### config.mk
export PLATFORM = sky130hd
export DESIGN_NAME = input_debouncer
export DESIGN_NICKNAME = d
export VERILOG_FILES = /design/src/rtl/input_debouncer.sv
export SDC_FILE = /design/constraint.sdc
export NUM_CORES = 1
export LEC_CHECK = 0
export BUFFER_PORTS_ARGS = -buffer_cell sky130_fd_sc_hd__buf_2
export CORE_AREA = 2 2 137 139
export DETAILED_ROUTE_END_ITERATION = 10
export DIE_AREA = 0 0 139 141
export PLACE_DENSITY = 0.68
export SYNTH_ARGS = -nofsm -noshare
export SYNTH_HDL_FRONTEND = slang
export SYNTH_SLANG_ARGS = --single-unit
### constraint.sdc
create_clock -name CLOCK_50 -period 2.2 [get_ports CLOCK_50]
set_clock_uncertainty 0.15 [all_clocks]
set_input_delay 0.11 -clock CLOCK_50 [delete_from_list [all_inputs] [get_ports CLOCK_50]]
set_output_delay 0.11 -clock CLOCK_50 [all_outputs]
set_load 0.01 [all_outputs]
### src/rtl/input_debouncer.sv
// Synchronizes and debounces active-low push-buttons and active-high switches,
// emits press/release pulses and queues level-change events behind valid/ready.
module input_debouncer #(
    parameter int NUM_KEYS        = 2,
    parameter int NUM_SW          = 4,
    parameter int SYNC_STAGES     = 2,
    parameter int DEBOUNCE_CYCLES = 500000,
    parameter int CNT_WIDTH       = 19
) (
    input  logic                CLOCK_50,
    input  logic                reset_n,
    input  logic [NUM_KEYS-1:0] key_n,
    input  logic [NUM_SW-1:0]   sw,
    output logic [NUM_KEYS-1:0] key_down,
    output logic [NUM_SW-1:0]   sw_state,
    output logic [NUM_KEYS-1:0] key_press,
    output logic [NUM_KEYS-1:0] key_release,
    output logic                evt_valid,
    input  logic                evt_ready,
    output logic [7:0]          evt_data,
    output logic                evt_overflow,
    input  logic                overflow_clr
);

    localparam int NUM_IN = NUM_KEYS + NUM_SW;
    localparam logic [CNT_WIDTH-1:0] CNT_MAX = CNT_WIDTH'(DEBOUNCE_CYCLES - 1);

    logic [NUM_IN-1:0] sync_lvl;
    logic [NUM_IN-1:0] st_lvl;
    logic [NUM_IN-1:0] accept;
    logic [NUM_IN-1:0] pending_reg;
    logic [NUM_IN-1:0] pending_next;
    logic [NUM_IN-1:0] load_mask;
    logic              load;
    logic              new_ovf;
    logic              sel_is_sw;
    logic [5:0]        sel_grp_idx;
    int                sel_idx;

    genvar gi;
    generate
        for (gi = 0; gi < NUM_IN; gi++) begin : g_in
            logic [CNT_WIDTH-1:0] cnt_reg;
            logic                 st_reg;

            // Key chains reset to "released" so coming out of reset never looks like a press.
            if (gi < NUM_KEYS) begin : g_key
                logic [SYNC_STAGES-1:0] chain_reg;
                always_ff @(posedge CLOCK_50 or negedge reset_n) begin
                    if (!reset_n)
                        chain_reg <= '1;
                    else
                        chain_reg <= {chain_reg[SYNC_STAGES-2:0], key_n[gi]};
                end
                assign sync_lvl[gi] = ~chain_reg[SYNC_STAGES-1];
            end else begin : g_sw
                logic [SYNC_STAGES-1:0] chain_reg;
                always_ff @(posedge CLOCK_50 or negedge reset_n) begin
                    if (!reset_n)
                        chain_reg <= '0;
                    else
                        chain_reg <= {chain_reg[SYNC_STAGES-2:0], sw[gi-NUM_KEYS]};
                end
                assign sync_lvl[gi] = chain_reg[SYNC_STAGES-1];
            end

            always_ff @(posedge CLOCK_50 or negedge reset_n) begin
                if (!reset_n) begin
                    cnt_reg <= '0;
                    st_reg  <= 1'b0;
                end else if (sync_lvl[gi] == st_reg) begin
                    cnt_reg <= '0;
                end else if (cnt_reg == CNT_MAX) begin
                    st_reg  <= sync_lvl[gi];
                    cnt_reg <= '0;
                end else begin
                    cnt_reg <= cnt_reg + 1'b1;
                end
            end

            assign st_lvl[gi] = st_reg;
            assign accept[gi] = (sync_lvl[gi] != st_reg) && (cnt_reg == CNT_MAX);
        end
    endgenerate

    assign key_down = st_lvl[NUM_KEYS-1:0];
    assign sw_state = st_lvl[NUM_IN-1:NUM_KEYS];

    // Descending scan leaves the lowest pending index selected: keys win over switches.
    always_comb begin
        sel_idx = 0;
        for (int i = NUM_IN - 1; i >= 0; i--) begin
            if (pending_reg[i])
                sel_idx = i;
        end
        sel_is_sw    = (sel_idx >= NUM_KEYS);
        sel_grp_idx  = sel_is_sw ? 6'(sel_idx - NUM_KEYS) : 6'(sel_idx);
        load         = (|pending_reg) && (!evt_valid || evt_ready);
        load_mask    = load ? ({{(NUM_IN-1){1'b0}}, 1'b1} << sel_idx) : '0;
        new_ovf      = |(accept & pending_reg & ~load_mask);
        pending_next = (pending_reg & ~load_mask) | accept;
    end

    always_ff @(posedge CLOCK_50 or negedge reset_n) begin
        if (!reset_n) begin
            key_press    <= '0;
            key_release  <= '0;
            pending_reg  <= '0;
            evt_valid    <= 1'b0;
            evt_data     <= '0;
            evt_overflow <= 1'b0;
        end else begin
            key_press    <= accept[NUM_KEYS-1:0] & sync_lvl[NUM_KEYS-1:0];
            key_release  <= accept[NUM_KEYS-1:0] & ~sync_lvl[NUM_KEYS-1:0];
            pending_reg  <= pending_next;
            evt_overflow <= new_ovf | (evt_overflow & ~overflow_clr);
            if (load) begin
                evt_data  <= {st_lvl[sel_idx], sel_is_sw, sel_grp_idx};
                evt_valid <= 1'b1;
            end else if (evt_ready) begin
                evt_valid <= 1'b0;
            end
        end
    end

endmodule

* Word-level counts from Yosys, hierarchy flattened
Cells that the tools add are included.
Word-level totals: register bits 152, bits of input ports 10
Operators by class: $add $sub $neg 7, magnitude comparators 2, equal/unequal tests 18, shift operators 1, mux-type cells 25, bitwise gates (word level) 19, reduce and logical (&&, ||, !) cells 18
Operator list (count):
- 19-bit 2-to-1 mux | 12
- 19-bit by 1-bit adder with 19-bit output (second input constant) | 6
- 19-bit equality test (second input constant) | 6
- 6-bit bitwise AND | 3
- 3-bit 2-to-1 mux | 6
- 6-bit 2-to-1 mux | 2
- 2-bit AND reduction | 6
- 6-bit OR reduction | 2
- 1-bit inverter | 9
- 1-bit logical AND | 7
- 1-bit equality test | 6
- 1-bit != test | 6
- 6-bit inverter | 1
- 6-bit OR | 1
- 1-bit by 3-bit left shift with 6-bit output (first input constant) | 1
- 2-bit bitwise AND | 2
- 3-bit by 4-bit < comparator with 1-bit output (second input constant) | 1
- 1-bit 2-to-1 mux | 4
- 3-bit by 2-bit subtractor with 4-bit output (second input constant) | 1
- 1-bit binary-select mux with 3-bit select | 1
- 3-bit by 2-bit >= comparator with 1-bit output (second input constant) | 1
- 2-bit inverter | 1
- 2-bit nonzero test | 1
- 1-bit bitwise AND | 1
- 3 further kinds | 3

* Depth between registers and ports, before layout
depth in word-level cells 12, mapped depth 9, gate-level depth less buffers 7

* Worst setup path before layout
No wires, ideal clock.
path kind register -> register, start point reg g_in[0].cnt_reg[0], end point reg evt_overflow, setup time 71 ps, arrival time 1917 ps, required time 1979 ps, path slack 62 ps, stages on the path, launching flop included 8, path buffers 1, period minus slack after synthesis 2138 ps, cells stage by stage dfrtp_1 ha_1 and4_4 nand3_1 or4_4 buf_6 o32a_1 nand4_1
Between the ends: cells in the longest elaborated chain, start to end 6
RTL lines:
- from (decl) | line 43 | logic [CNT_WIDTH-1:0] cnt_reg;
- from (signal assigned) | line 77 | cnt_reg <= cnt_reg + 1'b1;
- 19-bit equality test | line 82 | assign accept[gi] = (sync_lvl[gi] != st_reg) && (cnt_reg == CNT_MAX);
- 1-bit logical AND | line 82
- 6-bit bitwise AND (2 in a row) | line 100 | new_ovf = |(accept & pending_reg & ~load_mask);
- 6-bit OR reduction | line 100
- 1-bit OR | line 116 | evt_overflow <= new_ovf | (evt_overflow & ~overflow_clr);
- to (signal assigned) | line 116
- to (decl) | line 21 | output logic evt_overflow,
No other way between the ends. A chain may end at the register's enable or synchronous reset.

* Worst setup path in the final report
start point reg g_in[5].cnt_reg[15], end point reg evt_overflow
Between the ends: cells in the longest elaborated chain, start to end 6
RTL lines (line):
- from (decl) | 43
- from (signal assigned) | 77
- 19-bit equality test | 82
- 1-bit logical AND | 82
- 6-bit bitwise AND (2 in a row) | 100
- 6-bit OR reduction | 100
- 1-bit OR | 116
No other way between the ends.

==> impl_metrics.csv <==
group,metric,value,unit
placement,io_buffer_count,29,
timing,slew_violations,0,
synthesis,synth_fp_nets,748,
synthesis,syn_area,0.00717,mm2
setup_path,critPathMaxStageDelay,0.60,ns
route,wire_per_inst,13.5,um
route,route.detailed.drc,0,
timing,relSlewSlack,57.8,%
setup_path,critPathTopFamily,"simple AND/OR/NAND/NOR gates",
synthesis,syn_avg_cell_area,9.83,um2
setup_path,rr_worst_depth,5,
floorplan,die_w,139,um
final_layout,drive_above_1_share,13.5,%
power,seqPwrFrac,45.1,%
timing,setup_tns,0,ns
power,p_switching,1.43,mW
synthesis,synth_ff_type,"dfrtp_1",
setup_path,endpoint_kind,"flop",
grt,grt_max_degree,65,
final_layout,antenna_cells_inserted,0,
setup_path,path_cells,"nand3_1 -> or4b_1 -> or4_1 -> o32a_1 -> nand4_1",
setup_path,startpoint_type,"flop",
timing,setup_viol,0,
floorplan,core,0.0183,mm2
clock_tree,cts_buffers,17,
grt,grt_util_all_layers,15.2,%
setup_path,cp_slowest_cell,"or4_1",
setup_path,worstPathArrival,2.31,ns
clock_tree,clk_pin_slew_worst_paths,0.06,ns
worst_hold_path,hp-class,"input port to async pin",
final_layout,largest_reg_flops,114,
clock_tree,clock_sinks,150,
route,detail_route.vias_per_cell,4.98,
timing,rsz0062_at_grt,"no",
setup_path,rr_startpoint,"g_in[5].cnt_reg[15]",
floorplan,rows,50,
synthesis,synthArstFlopShare,100,%
synthesis,synth-compound-area-share,3.40,%
clock_tree,cts.htree.levels,4,
final_layout,syn2layout_area_growth,17.7,%
power,p_per_area,770,mW/mm2
route,drt_iter0_drc,202,
synthesis,synth_xor_area_share,13.4,%
floorplan,ios,30,
power,power_leakage,3.63,nW
route,drt-pass1-iter-count,4,
floorplan,initial_core_util,39.3,%
grt,grt_antenna_before_repair,0,
floorplan,die_area,0.0196,mm2
synthesis,syn_inst,730,
synthesis,ys_seq_area_share,52.4,%
setup_path,path_buf_inv,0,
setup_path,cp.required,2.40,ns
placement,hpwlAfterDp,9550,um
flow_run,cap_violations,0,
setup_path,critPathKind,"flop to flop",
setup_path,rr_endpoint,"evt_overflow",
clock_tree,clk_path_buf_depth,2,
route,postRouteAntennaNets,0,
timing,period_share,95.9,%
clock_tree,root_buffer,"clkbuf_16",
synthesis,yosys.area_share.adder,1.40,%
clock_tree,cts_tree,"done",
power,swShare,22.0,%
grt,grt_first_pass_wirelength,24300,um
final_layout,nFillCells,1713,
timing,finalHoldViolCount,0,
placement,finalWeightedCongestion,0.818,
timing,timing.fmax,474,MHz
grt,globalRouteOverflowTotal,0,
synthesis,synth_edf_count,0,
route,num_vias,5120,
final_layout,final_cell_mix,"dfrtp_1 (146), nor2_1 (145), xnor2_1 (60)",
floorplan,die_h,141,um
final_layout,nets,800,
route,routed_wl,13900,um
final_layout,final_common_cell,"dfrtp_1",
power,power_frac_comb,5.7,%
power,fin_total_pwr,6.50,mW
placement,dp_cells,989,
clock_tree,insertion_delay,0.42,ns
grt,grt_pass1_vias,5081,
outcome,status,"finished, final reports clean",
power,clkPwrFrac,49.3,%
synthesis,synthSimpleGateAreaFrac,25.4,%
timing,final.min_clock_period,2.11,ns
final_layout,stdcell_count,1029,
setup_path,worstPathMaxFanout,4,
synthesis,synth_top_family_by_area,"simple AND/OR/NAND/NOR gates",
timing,worstMarginPinSlew,0.632,ns
synthesis,synthMuxAreaShare,0.767,%
synthesis,yosysWarnings,0,
synthesis,ys_seq_elements,150,
setup_path,rrSetupSlack,0.09,ns
synthesis,synthDistinctLibCells,52,
power,internal-power,5.07,mW
final_layout,fin_util,46.2,%
power,vdd_drop_max,0.000822,V
==> area by class of cell <==
type,count,area [um2],area share (%)
clock buffers,21,460,5.46
clock inverters,11,196,2.33
inverters,20,75.1,0.889
multi-input cells,532,3200,37.9
flip-flops and latches,150,3760,44.5
well taps,234,293,3.47
repair buffers,61,462,5.47
==> Yosys cell counts, drive strengths merged, types with 4 or more instances <==
master | count | area (um2)
nor2b | 5 | 31.3
inv | 20 | 75.1
buf | 18 | 116
o21ai | 13 | 68.8
nand3 | 49 | 245
nor2 | 145 | 544
dfrtp | 146 | 3650
and3 | 16 | 100
o31ai | 4 | 30.0
nor4b | 10 | 93.8
dfstp | 4 | 105
nand2b | 4 | 25.0
and4 | 9 | 81.3
nand2 | 59 | 224
nand4 | 15 | 93.8
nor3 | 23 | 115
clkbuf | 10 | 37.5
or3 | 8 | 50.1
xnor2 | 60 | 526
nor4 | 9 | 56.3
a21oi | 5 | 25.0
ha | 8 | 100
or4 | 4 | 33.8
xor2 | 50 | 438
or2 | 4 | 25.0
mux2 | 4 | 45.0
==> worst register-to-register path, delay by kind of cell (launching register included) <==
family          cells  cell delay, ns
compound gates      1            0.19
simple gates        4            1.28
flops               1            0.41
==> logic make-up (layout without fill, tap and decap cells) <==
logic type	Yosys count	after routing
adders and majority gates	8	8
AOI/OAI and AO/OA	37	37
DFF	150	150
and+or+nand+nor	372	372
buffers and inverters	48	113
muxes	5	5
xor gates and xnor gates	110	110
==> power by group through the flow <==
stage / combinational, mW / sequential, mW / clock [mW]
6_report: 0.368 / 2.93 / 3.20
5_1_grt: 0.421 / 2.94 / 3.39
4_1_cts: 0.373 / 2.93 / 3.29
3_5_place_dp: 0.360 / 2.98 / 0
3_3_place_gp: 0.353 / 2.98 / 0
2_1_floorplan: 0.166 / 2.97 / 0
==> metal layers <==
layer / up-vias / GRT usage [%] / wire length (um)
li1: 2562 / - / -
met1: 2497 / 21.2 / 6840
met2: 59 / 23.8 / 6500
met3: 2 / 3.43 / 461
met4: 0 / 5.00 / 59
met5: - / 0 / 0
==> per-stage QoR <==
step / cell area (um2) / hold slack (ns) / setup WS (ns)
after CTS: 8430 / 0.0998 / 0.0509
final: 8440 / 0.108 / 0.0908
after detailed placement: 7690 / 0.00583 / 0.0641
after global routing: 8440 / 0.138 / 0.00354
after global placement: 7690 / 0.00482 / 0.114
after floorplan: 7170 / -0.336 / 0.0622
==> repair_timing <==
| action | in CTS | in global routing |
|---|---|---|
| buffers inserted | 0 | 0 |
| endpoints found under the setup margin | 0 | 18 |
| hold buffers | 8 | 0 |
| hold endpoints to repair | 97 | 0 |
| gates resized for setup | 0 | 2 |
==> how the worst max path moves through the flow <==
stage,from,to,cells after the start
after floorplan,g_in[0].cnt_reg[0],evt_overflow,7
after global placement,g_in[0].cnt_reg[0],evt_overflow,6
after detailed placement,g_in[0].cnt_reg[0],evt_overflow,6
after CTS,g_in[0].cnt_reg[0],evt_overflow,6
after global routing,g_in[1].cnt_reg[0],g_in[1].cnt_reg[5],7
final,g_in[5].cnt_reg[15],evt_overflow,5
Power figures use the tool's default switching activity.
